<file path="config.mk">
export PLATFORM = sky130hd
export DESIGN_NAME = snax_dream_stream_serializer
export DESIGN_NICKNAME = d
export VERILOG_FILES = /design/src/rtl/snax_dream_pkg.sv /design/src/rtl/snax_dream_word_fifo.sv /design/src/rtl/snax_dream_stream_serializer.sv
export SDC_FILE = /design/constraint.sdc
export NUM_CORES = 2
export LEC_CHECK = 0
export CAP_MARGIN = 20
export CORE_MARGIN = 1
export CORE_UTILIZATION = 49
export DETAILED_ROUTE_END_ITERATION = 6
export GPL_ROUTABILITY_DRIVEN = 0
export PLACE_DENSITY = 0.8
export SYNTH_ARGS = -nofsm -noshare
export SYNTH_HDL_FRONTEND = slang
export SYNTH_HIERARCHICAL = 1
export SYNTH_SLANG_ARGS = --single-unit
</file>
<file path="constraint.sdc">
create_clock -name clk_i -period 2.45 [get_ports clk_i]
set_clock_uncertainty 0.15 [all_clocks]
set_input_delay 0.6125 -clock clk_i [delete_from_list [all_inputs] [get_ports clk_i]]
set_output_delay 0.6125 -clock clk_i [all_outputs]
set_load 0.1 [all_outputs]
</file>
<file path="src/rtl/snax_dream_pkg.sv">
// Shared widths and parameter helpers for the DREAM streamer/accelerator glue.
package snax_dream_pkg;

   localparam int unsigned DreamStreamWidth = 512;
   localparam int unsigned DreamBeatWidth   = 128;

   function automatic int unsigned dream_ratio(input int unsigned in_w, input int unsigned out_w);
      return in_w / out_w;
   endfunction

   function automatic bit dream_widths_legal(input int unsigned in_w, input int unsigned out_w);
      return (out_w != 0) && (in_w >= out_w) && ((in_w % out_w) == 0);
   endfunction

endpackage

</file>
<file path="src/rtl/snax_dream_word_fifo.sv">
// Register FIFO of wide words; head entry is always visible on rdata_o.
module snax_dream_word_fifo #(
   parameter int unsigned Width = 512,
   parameter int unsigned Depth = 2
) (
   input  logic                           clk_i,
   input  logic                           rst_i,
   input  logic                           flush_i,
   input  logic                           push_i,
   input  logic [Width-1:0]               wdata_i,
   input  logic                           pop_i,
   output logic [Width-1:0]               rdata_o,
   output logic [$clog2(Depth + 1)-1:0]   count_o,
   output logic                           full_o,
   output logic                           empty_o
);

   localparam int unsigned PtrW = (Depth > 1) ? $clog2(Depth) : 1;
   localparam int unsigned CntW = $clog2(Depth + 1);
   localparam logic [PtrW-1:0] LastPtr = PtrW'(Depth - 1);

   logic [Width-1:0] mem_q [Depth];
   logic [Width-1:0] mem_d [Depth];
   logic [PtrW-1:0]  wr_ptr_q, wr_ptr_d;
   logic [PtrW-1:0]  rd_ptr_q, rd_ptr_d;
   logic [CntW-1:0]  count_q, count_d;

   always_comb begin
      mem_d    = mem_q;
      wr_ptr_d = wr_ptr_q;
      rd_ptr_d = rd_ptr_q;
      count_d  = count_q + CntW'(push_i) - CntW'(pop_i);
      if (push_i) begin
         mem_d[wr_ptr_q] = wdata_i;
         wr_ptr_d = (wr_ptr_q == LastPtr) ? '0 : wr_ptr_q + 1'b1;
      end
      if (pop_i) begin
         rd_ptr_d = (rd_ptr_q == LastPtr) ? '0 : rd_ptr_q + 1'b1;
      end
      // Flush only rewinds the pointers; stale storage is never visible while empty.
      if (flush_i) begin
         wr_ptr_d = '0;
         rd_ptr_d = '0;
         count_d  = '0;
      end
   end

   always_ff @(posedge clk_i) begin
      if (rst_i) begin
         mem_q    <= '{default: '0};
         wr_ptr_q <= '0;
         rd_ptr_q <= '0;
         count_q  <= '0;
      end else begin
         mem_q    <= mem_d;
         wr_ptr_q <= wr_ptr_d;
         rd_ptr_q <= rd_ptr_d;
         count_q  <= count_d;
      end
   end

   assign rdata_o = mem_q[rd_ptr_q];
   assign count_o = count_q;
   assign full_o  = (count_q == CntW'(Depth));
   assign empty_o = (count_q == '0);

endmodule

</file>
<file path="src/rtl/snax_dream_stream_serializer.sv">
// Buffers wide streamer words and emits them as narrow beats, LSB slice first,
// counting fully delivered words with a saturating counter.
module snax_dream_stream_serializer
   import snax_dream_pkg::*;
#(
   parameter int unsigned InWidth   = DreamStreamWidth,
   parameter int unsigned OutWidth  = DreamBeatWidth,
   parameter int unsigned FifoDepth = 2,
   parameter int unsigned CntWidth  = 32
) (
   input  logic                clk_i,
   input  logic                rst_i,
   input  logic [InWidth-1:0]  in_data_i,
   input  logic                in_valid_i,
   output logic                in_ready_o,
   output logic [OutWidth-1:0] out_data_o,
   output logic                out_valid_o,
   input  logic                out_ready_i,
   output logic                out_last_o,
   input  logic                flush_i,
   output logic [CntWidth-1:0] word_cnt_o
);

   localparam int unsigned Ratio  = dream_ratio(InWidth, OutWidth);
   localparam int unsigned IdxW   = (Ratio > 1) ? $clog2(Ratio) : 1;
   localparam int unsigned FCntW  = $clog2(FifoDepth + 1);
   localparam logic [IdxW-1:0] LastIdx = IdxW'(Ratio - 1);

   if (!dream_widths_legal(InWidth, OutWidth)) begin : g_illegal_widths
      $error("InWidth must be a non-zero integer multiple of OutWidth");
   end

   logic [InWidth-1:0]  head;
   logic [FCntW-1:0]    fifo_count;
   logic                fifo_full_unused;
   logic                fifo_empty;
   logic                push, out_hs, last_hs;
   logic [IdxW-1:0]     idx_q, idx_d;
   logic [CntWidth-1:0] cnt_q, cnt_d;

   assign in_ready_o  = (fifo_count < FCntW'(FifoDepth)) & ~flush_i & ~rst_i;
   assign push        = in_valid_i & in_ready_o;
   assign out_valid_o = ~fifo_empty;
   assign out_hs      = out_valid_o & out_ready_i & ~flush_i & ~rst_i;
   assign last_hs     = out_hs & (idx_q == LastIdx);

   snax_dream_word_fifo #(
      .Width (InWidth),
      .Depth (FifoDepth)
   ) i_word_fifo (
      .clk_i   (clk_i),
      .rst_i   (rst_i),
      .flush_i (flush_i),
      .push_i  (push),
      .wdata_i (in_data_i),
      .pop_i   (last_hs),
      .rdata_o (head),
      .count_o (fifo_count),
      .full_o  (fifo_full_unused),
      .empty_o (fifo_empty)
   );

   always_comb begin
      idx_d = idx_q;
      cnt_d = cnt_q;
      if (out_hs) begin
         idx_d = (idx_q == LastIdx) ? '0 : idx_q + 1'b1;
      end
      if (last_hs && (cnt_q != '1)) begin
         cnt_d = cnt_q + 1'b1;
      end
      if (flush_i) begin
         idx_d = '0;
         cnt_d = '0;
      end
   end

   always_ff @(posedge clk_i) begin
      if (rst_i) begin
         idx_q <= '0;
         cnt_q <= '0;
      end else begin
         idx_q <= idx_d;
         cnt_q <= cnt_d;
      end
   end

   assign out_data_o = head[idx_q*OutWidth +: OutWidth];
   assign out_last_o = out_valid_o & (idx_q == LastIdx);
   assign word_cnt_o = cnt_q;

endmodule

</file>
; ---- After elaboration in Yosys (flattened, before gate mapping)
; Index checks and enable logic that the tools add are counted.
[word_totals]
in_bits = 517
ff_bits = 1062
out_inout_bits = 163
[op_classes]
bitwise_logic = 13
shifts = 1
eq_ne = 2
n_addsub = 6
n_reduce_logical = 4
n_lt_le_gt_ge = 4
muxes = 9
[ops]
columns = cell, n
row1 = two-way mux 512 bit, 4
row2 = bitwise mux 1024 bit, 1
row3 = demux 512 bit (select 1 bit), 1
row4 = variable part select 512 x 10 -> 128 bit, 1
row5 = adder 32 x 1 -> 32 bit (second input constant), 1
row6 = != test 32 bit (second input constant), 1
row7 = bitwise AND 1 bit, 8
row8 = >= comparator 2 bit (second input constant), 2
row9 = inverter 1 -> 2 bit, 2
row10 = inverter 1 bit, 3
row11 = adder 1 bit (second input constant), 2
row12 = adder 2 x 1 -> 2 bit, 1
row13 = adder 2 x 1 -> 2 bit (second input constant), 1
row14 = equality test 2 bit (second input constant), 1
row15 = logical AND 1 bit, 2
row16 = logical NOT 2 bit, 1
row17 = less-than comparator 2 x 1 -> 1 bit (second input constant), 1
row18 = less-than comparator 2 bit (second input constant), 1
row19 = two-way mux 1 bit, 2
row20 = two-way mux 2 bit, 1
row21 = OR reduction 2 bit, 1
row22 = subtractor 2 x 1 -> 2 bit, 1

; ---- Logic depth before layout (Yosys ltp)
[depth]
ltp_word = 7
mapped_depth = 10
mapped_depth_nobuf = 9

; ---- Hierarchy
; Netlist, hierarchy kept.
[modules_own_cells]
columns = mod, seq_area_each_um2, cells_each, n_inst, area_each_um2
row1 = snax_dream_word_fifo, 20579.7, 5028, 1, 41887.7
row2 = snax_dream_stream_serializer, 680.7, 344, 1, 4614.4

; ---- Worst setup path after synthesis
; Ideal clock, no wire load.
[synth_path]
path_type = input to register
from = in rst_i
to = reg i_word_fifo/mem_q[627] in the netlist's numbering
cell_stages = 10
t_arrival_ps = 3344
n_path_buf = 4
setup_slack_ps = -1114
t_required_ps = 2230
path_cell_list = or2_1 buf_2 nor2_1 and2_1 and2b_1 buf_6 buf_6 buf_4 nand2_1 a21oi_1
[synth_between]
elab_chain_len = 3
[synth_lines]
columns = element, line_no
row1 = "start, declared", snax_dream_stream_serializer.sv:12  ; input logic rst_i,
row2 = inverter 1 bit, snax_dream_stream_serializer.sv:41  ; assign in_ready_o = (fifo_count < FCntW'(FifoDepth)) & ~flush_i & ~rst_i;
row3 = bitwise AND 1 bit, snax_dream_stream_serializer.sv:41
row4 = named net in_ready_o, snax_dream_stream_serializer.sv:15  ; output logic in_ready_o,
row5 = bitwise AND 1 bit, snax_dream_stream_serializer.sv:42  ; assign push = in_valid_i & in_ready_o;
row6 = named net push, snax_dream_stream_serializer.sv:37  ; logic push, out_hs, last_hs;
row7 = "end signal, assigned", snax_dream_word_fifo.sv:55  ; mem_q <= mem_d;
row8 = "end, declared", snax_dream_word_fifo.sv:22  ; logic [Width-1:0] mem_q [Depth];
; The timed path passes the listed nets, and every way through them passes these cells.
; A chain may end at the register's enable or synchronous reset.

; ---- Final worst setup path
[layout_path]
from = reg i_word_fifo.rd_ptr_q
to = out out_data_o[111]
[layout_between]
elab_chain_len = 5
[layout_lines]
columns = element, line_no
row1 = "start, declared", snax_dream_word_fifo.sv:25  ; logic [PtrW-1:0] rd_ptr_q, rd_ptr_d;
row2 = "start signal, assigned", snax_dream_word_fifo.sv:57  ; rd_ptr_q <= rd_ptr_d;
row3 = inverter 1 -> 2 bit (implied by the code), snax_dream_word_fifo.sv:62  ; assign rdata_o = mem_q[rd_ptr_q];
row4 = two-way mux 512 bit (implied by the code) (3 in a row), snax_dream_word_fifo.sv:62
row5 = named net head[495], snax_dream_stream_serializer.sv:33  ; logic [InWidth-1:0] head;
row6 = variable part select 512 x 10 -> 128 bit, snax_dream_stream_serializer.sv:88  ; assign out_data_o = head[idx_q*OutWidth +: OutWidth];
row7 = "end, declared", snax_dream_stream_serializer.sv:16  ; output logic [OutWidth-1:0] out_data_o,
; The timed path passes the listed nets, and every way through them passes these cells. The select of a mux whose other input is x is not followed.

==> metrics.txt <==
# TYPE chip_impl_metric gauge
chip_impl_info{name="run_status",value="complete, but fails checks"} 1
chip_impl_info{name="violations_in_the_final_reports",value="negative setup slack"} 1
chip_impl_metric{name="peakVddDrop",unit="uV"} 540
chip_impl_metric{name="syn_area_per_cell",unit="um2"} 8.66
chip_impl_metric{name="fmax",unit="MHz"} 287
chip_impl_info{name="timing.critical_path.mode_cell",value="buf_12"} 1
chip_impl_metric{name="max-slew-margin-rel",unit="%"} 25.7
chip_impl_metric{name="cellLeakagePower",unit="nW"} 21.5
chip_impl_metric{name="grt_usage",unit="%"} 29.0
chip_impl_metric{name="post_route_cells_drive_above_1_share",unit="%"} 20.9
chip_impl_metric{name="cts_max_path_buffers",unit=""} 3
chip_impl_metric{name="number_of_global_route_vias_before_repair",unit=""} 40500
chip_impl_metric{name="cts-htree-levels",unit=""} 3
chip_impl_metric{name="initial_utilization",unit="%"} 49.7
chip_impl_info{name="critical_path.top_delay_family",value="multiplexers"} 1
chip_impl_info{name="critical-path-slowest-cell",value="mux4_2"} 1
chip_impl_metric{name="max_slew.worst_pin.slew",unit="ns"} 1.11
chip_impl_info{name="worstHoldEndpoint",value="i_word_fifo/rd_ptr_q"} 1
chip_impl_metric{name="holdBufCountCts",unit=""} 0
chip_impl_metric{name="slowest_cell_delay_on_critical_path",unit="ns"} 0.56
chip_impl_metric{name="timing.final.hold_violations",unit=""} 0
chip_impl_metric{name="grt_start_max_net_pins",unit=""} 221
chip_impl_metric{name="synthesis.nets",unit=""} 5892
chip_impl_metric{name="area_after_dpl",unit="um2"} 56500
chip_impl_metric{name="final_antenna_net_count",unit=""} 0
chip_impl_metric{name="gr-total-overflow",unit=""} 0
chip_impl_info{name="clock_tree_from_tritoncts",value="built"} 1
chip_impl_metric{name="port-buffer-count",unit=""} 679
chip_impl_metric{name="synthesis.yosys.warnings",unit=""} 6
chip_impl_metric{name="synth_cells",unit=""} 5371
chip_impl_metric{name="finalInstanceArea",unit="um2"} 61100
chip_impl_metric{name="place_hpwl",unit="um"} 99800
chip_impl_info{name="type_of_the_worst_setup_path",value="register to output pin"} 1
chip_impl_info{name="startpoint_type",value="register"} 1
chip_impl_metric{name="cap_viol_max_count",unit=""} 0
chip_impl_metric{name="timing.hold.worst_path_depth",unit=""} 3
chip_impl_info{name="cts-root-buf",value="clkbuf_16"} 1
chip_impl_metric{name="wl_per_cell",unit="um"} 20.1
chip_impl_metric{name="drt-initial-drc-count",unit=""} 4038
chip_impl_metric{name="cts_buffers",unit=""} 107
chip_impl_metric{name="place_ws",unit="ns"} -0.462
chip_impl_metric{name="detailroute.via_count",unit=""} 41500
chip_impl_metric{name="postRouteWirelength",unit="um"} 148000
chip_impl_metric{name="floorplan_die_height",unit="um"} 310
chip_impl_metric{name="fin_total_pwr",unit="W"} 0.0385
chip_impl_info{name="worstHoldStart",value="flush_i"} 1
chip_impl_metric{name="vias_per_cell",unit=""} 5.64
chip_impl_metric{name="layout-area-overhead-vs-synth",unit="%"} 31.3
chip_impl_metric{name="clock-sinks",unit=""} 1062
chip_impl_metric{name="final_critical_path_setup_slack",unit="ns"} -1.04
chip_impl_metric{name="floorplan.die.width",unit="um"} 310
chip_impl_info{name="timing.critical_path.to_type",value="output pin"} 1
chip_impl_metric{name="antenna_found_initial",unit=""} 44
chip_impl_info{name="worstPathCellList",value="buf_12 -> buf_12 -> buf_4 -> mux2_2 -> mux4_2 -> buf_12"} 1
chip_impl_metric{name="final_nets",unit=""} 6510
chip_impl_metric{name="die_area",unit="um2"} 96100
chip_impl_metric{name="detail_route.first_pass.iterations",unit=""} 6
chip_impl_metric{name="timing_max_transition_violations_final",unit=""} 0
chip_impl_metric{name="critical_path.max_fanout",unit=""} 9
chip_impl_metric{name="cp_data_required_time",unit="ns"} 1.69
chip_impl_metric{name="finalSetupViolCount",unit=""} 128
chip_impl_metric{name="post-route-period-util",unit="%"} 142
chip_impl_info{name="reg2reg_from",value="idx_q[0]"} 1
chip_impl_metric{name="first_pass_grt_wire_length",unit="um"} 221000
chip_impl_metric{name="core-area",unit="um2"} 93600
chip_impl_metric{name="ff2ff_setup_slack",unit="ns"} 0.21
chip_impl_info{name="min-delay-path-class",value="input port to register"} 1
chip_impl_metric{name="pin_count",unit=""} 680
chip_impl_metric{name="drc",unit=""} 0
chip_impl_metric{name="syn-cell-area",unit="um2"} 46500
chip_impl_metric{name="finalCoreUtilization",unit="%"} 65.2
chip_impl_metric{name="placement_row_count",unit=""} 112
chip_impl_info{name="r2r-end",value="word_cnt_o[30]"} 1
chip_impl_metric{name="clkSlewWorstSetupHoldPaths",unit="ns"} 0.06
chip_impl_info{name="rsz0062_at_grt",value="true"} 1
chip_impl_metric{name="worstPathBufferInverterCount",unit=""} 4
chip_impl_metric{name="worstRegToRegCells",unit=""} 7
chip_impl_metric{name="worst_ep_arrival",unit="ns"} 2.72
chip_impl_metric{name="clk_latency",unit="ns"} 0.69
chip_impl_metric{name="period_minus_slack",unit="ns"} 3.49
chip_impl_metric{name="power-per-cell-area",unit="nW/um2"} 631
==> worst register-to-register path, cell delays in order (launching register included) <==
cell and delay, ns:
dfxtp_4 0.39, ha_4 0.17, nand3b_1 0.12, or4_4 0.58, nor4b_4 0.38, nand2_1 0.11
xor2_1 0.15, nor2_1 0.12
==> where the power goes <==
| group | total (W) | internal (W) | switching, W | leakage [nW] |
|---|---|---|---|---|
| logic | 0.00360 | 0.00167 | 0.00192 | 11.1 |
| clock network | 0.0172 | 0.0102 | 0.00701 | 1.83 |
| registers | 0.0177 | 0.0176 | 0.000152 | 8.59 |
==> per-stage QoR <==
stage / setup TNS, ns / std cells / hold slack (ns)
2_1_floorplan: -244.51 / 5371 / 0.283
3_3_place_gp: -352.32 / 7117 / 0.287
5_1_grt: -133.31 / 7353 / 0.122
3_5_place_dp: -396.63 / 7117 / 0.293
4_1_cts: -127.31 / 7316 / 0.190
6_report: -124.55 / 7362 / 0.141
==> layout by cell type, fill, tap and decap left out, types with 8 or more instances in the layout <==
cell type / count
a21oi_1: 1026
buf_12: 230
buf_16: 9
buf_4: 159
buf_6: 10
buf_8: 10
bufinv_16: 13
clkbuf_1: 16
clkbuf_16: 118
clkbuf_8: 21
clkdlybuf4s50_1: 514
clkinv_2: 22
dfxtp_1: 1053
diode_2: 35
mux2_2: 461
mux2_4: 51
mux4_2: 128
nand2_1: 2063
nand3_1: 9
nand4_1: 18
nor2_1: 36
xnor2_1: 8
xor2_1: 21
==> layer usage <==
layer | GRT usage (%) | part of all wire [%] | vias up
li1 | - | - | 19200
met1 | 34.4 | 38 | 20000
met2 | 48.3 | 48 | 1787
met3 | 6.94 | 7.9 | 458
met4 | 16.4 | 5.6 | 26
met5 | 0 | 0.13 | -
==> sequential cells by signal, indices dropped and copies added (netlist names) <==
signal                flops
word_cnt_o               32
i_word_fifo/count_o       2
idx_q                     2
i_word_fifo/wr_ptr_q      1
i_word_fifo/mem_q      1024
i_word_fifo/rd_ptr_q      1
==> final cells by class <==
cell class	instances	area, um2
Fill cell	7035	32500
Multi-Input combinational cell	3873	22700
Sequential cell	1062	21300
Timing Repair Buffer	941	11700
Clock buffer	147	3100
Tap cell	1254	1570
Clock inverter	46	617
Antenna cell	35	87.6
Inverter	4	15.0
==> worst max-delay path by stage <==
stage                         startpoint                     end  slack, ns  cells after the start
floorplan                          rst_i  i_word_fifo/mem_q[517]      -0.22                     10
global placement                 flush_i          word_cnt_o[24]      -0.37                      7
detailed placement               flush_i   i_word_fifo/mem_q[32]      -0.46                     10
CTS                 i_word_fifo/rd_ptr_q          out_data_o[68]      -1.06                      5
global route        i_word_fifo/rd_ptr_q         out_data_o[111]      -1.10                      6
finish              i_word_fifo/rd_ptr_q         out_data_o[111]      -1.04                      6
==> what timing repair did <==
item                                    in CTS  in global routing
pin swaps                                    0                  2
endpoints found under the setup margin     130                130
setup buffers                                4                  4
resized for setup                           64                 30
gates cloned                                 2                  9
Power figures use the tool's default switching activity.
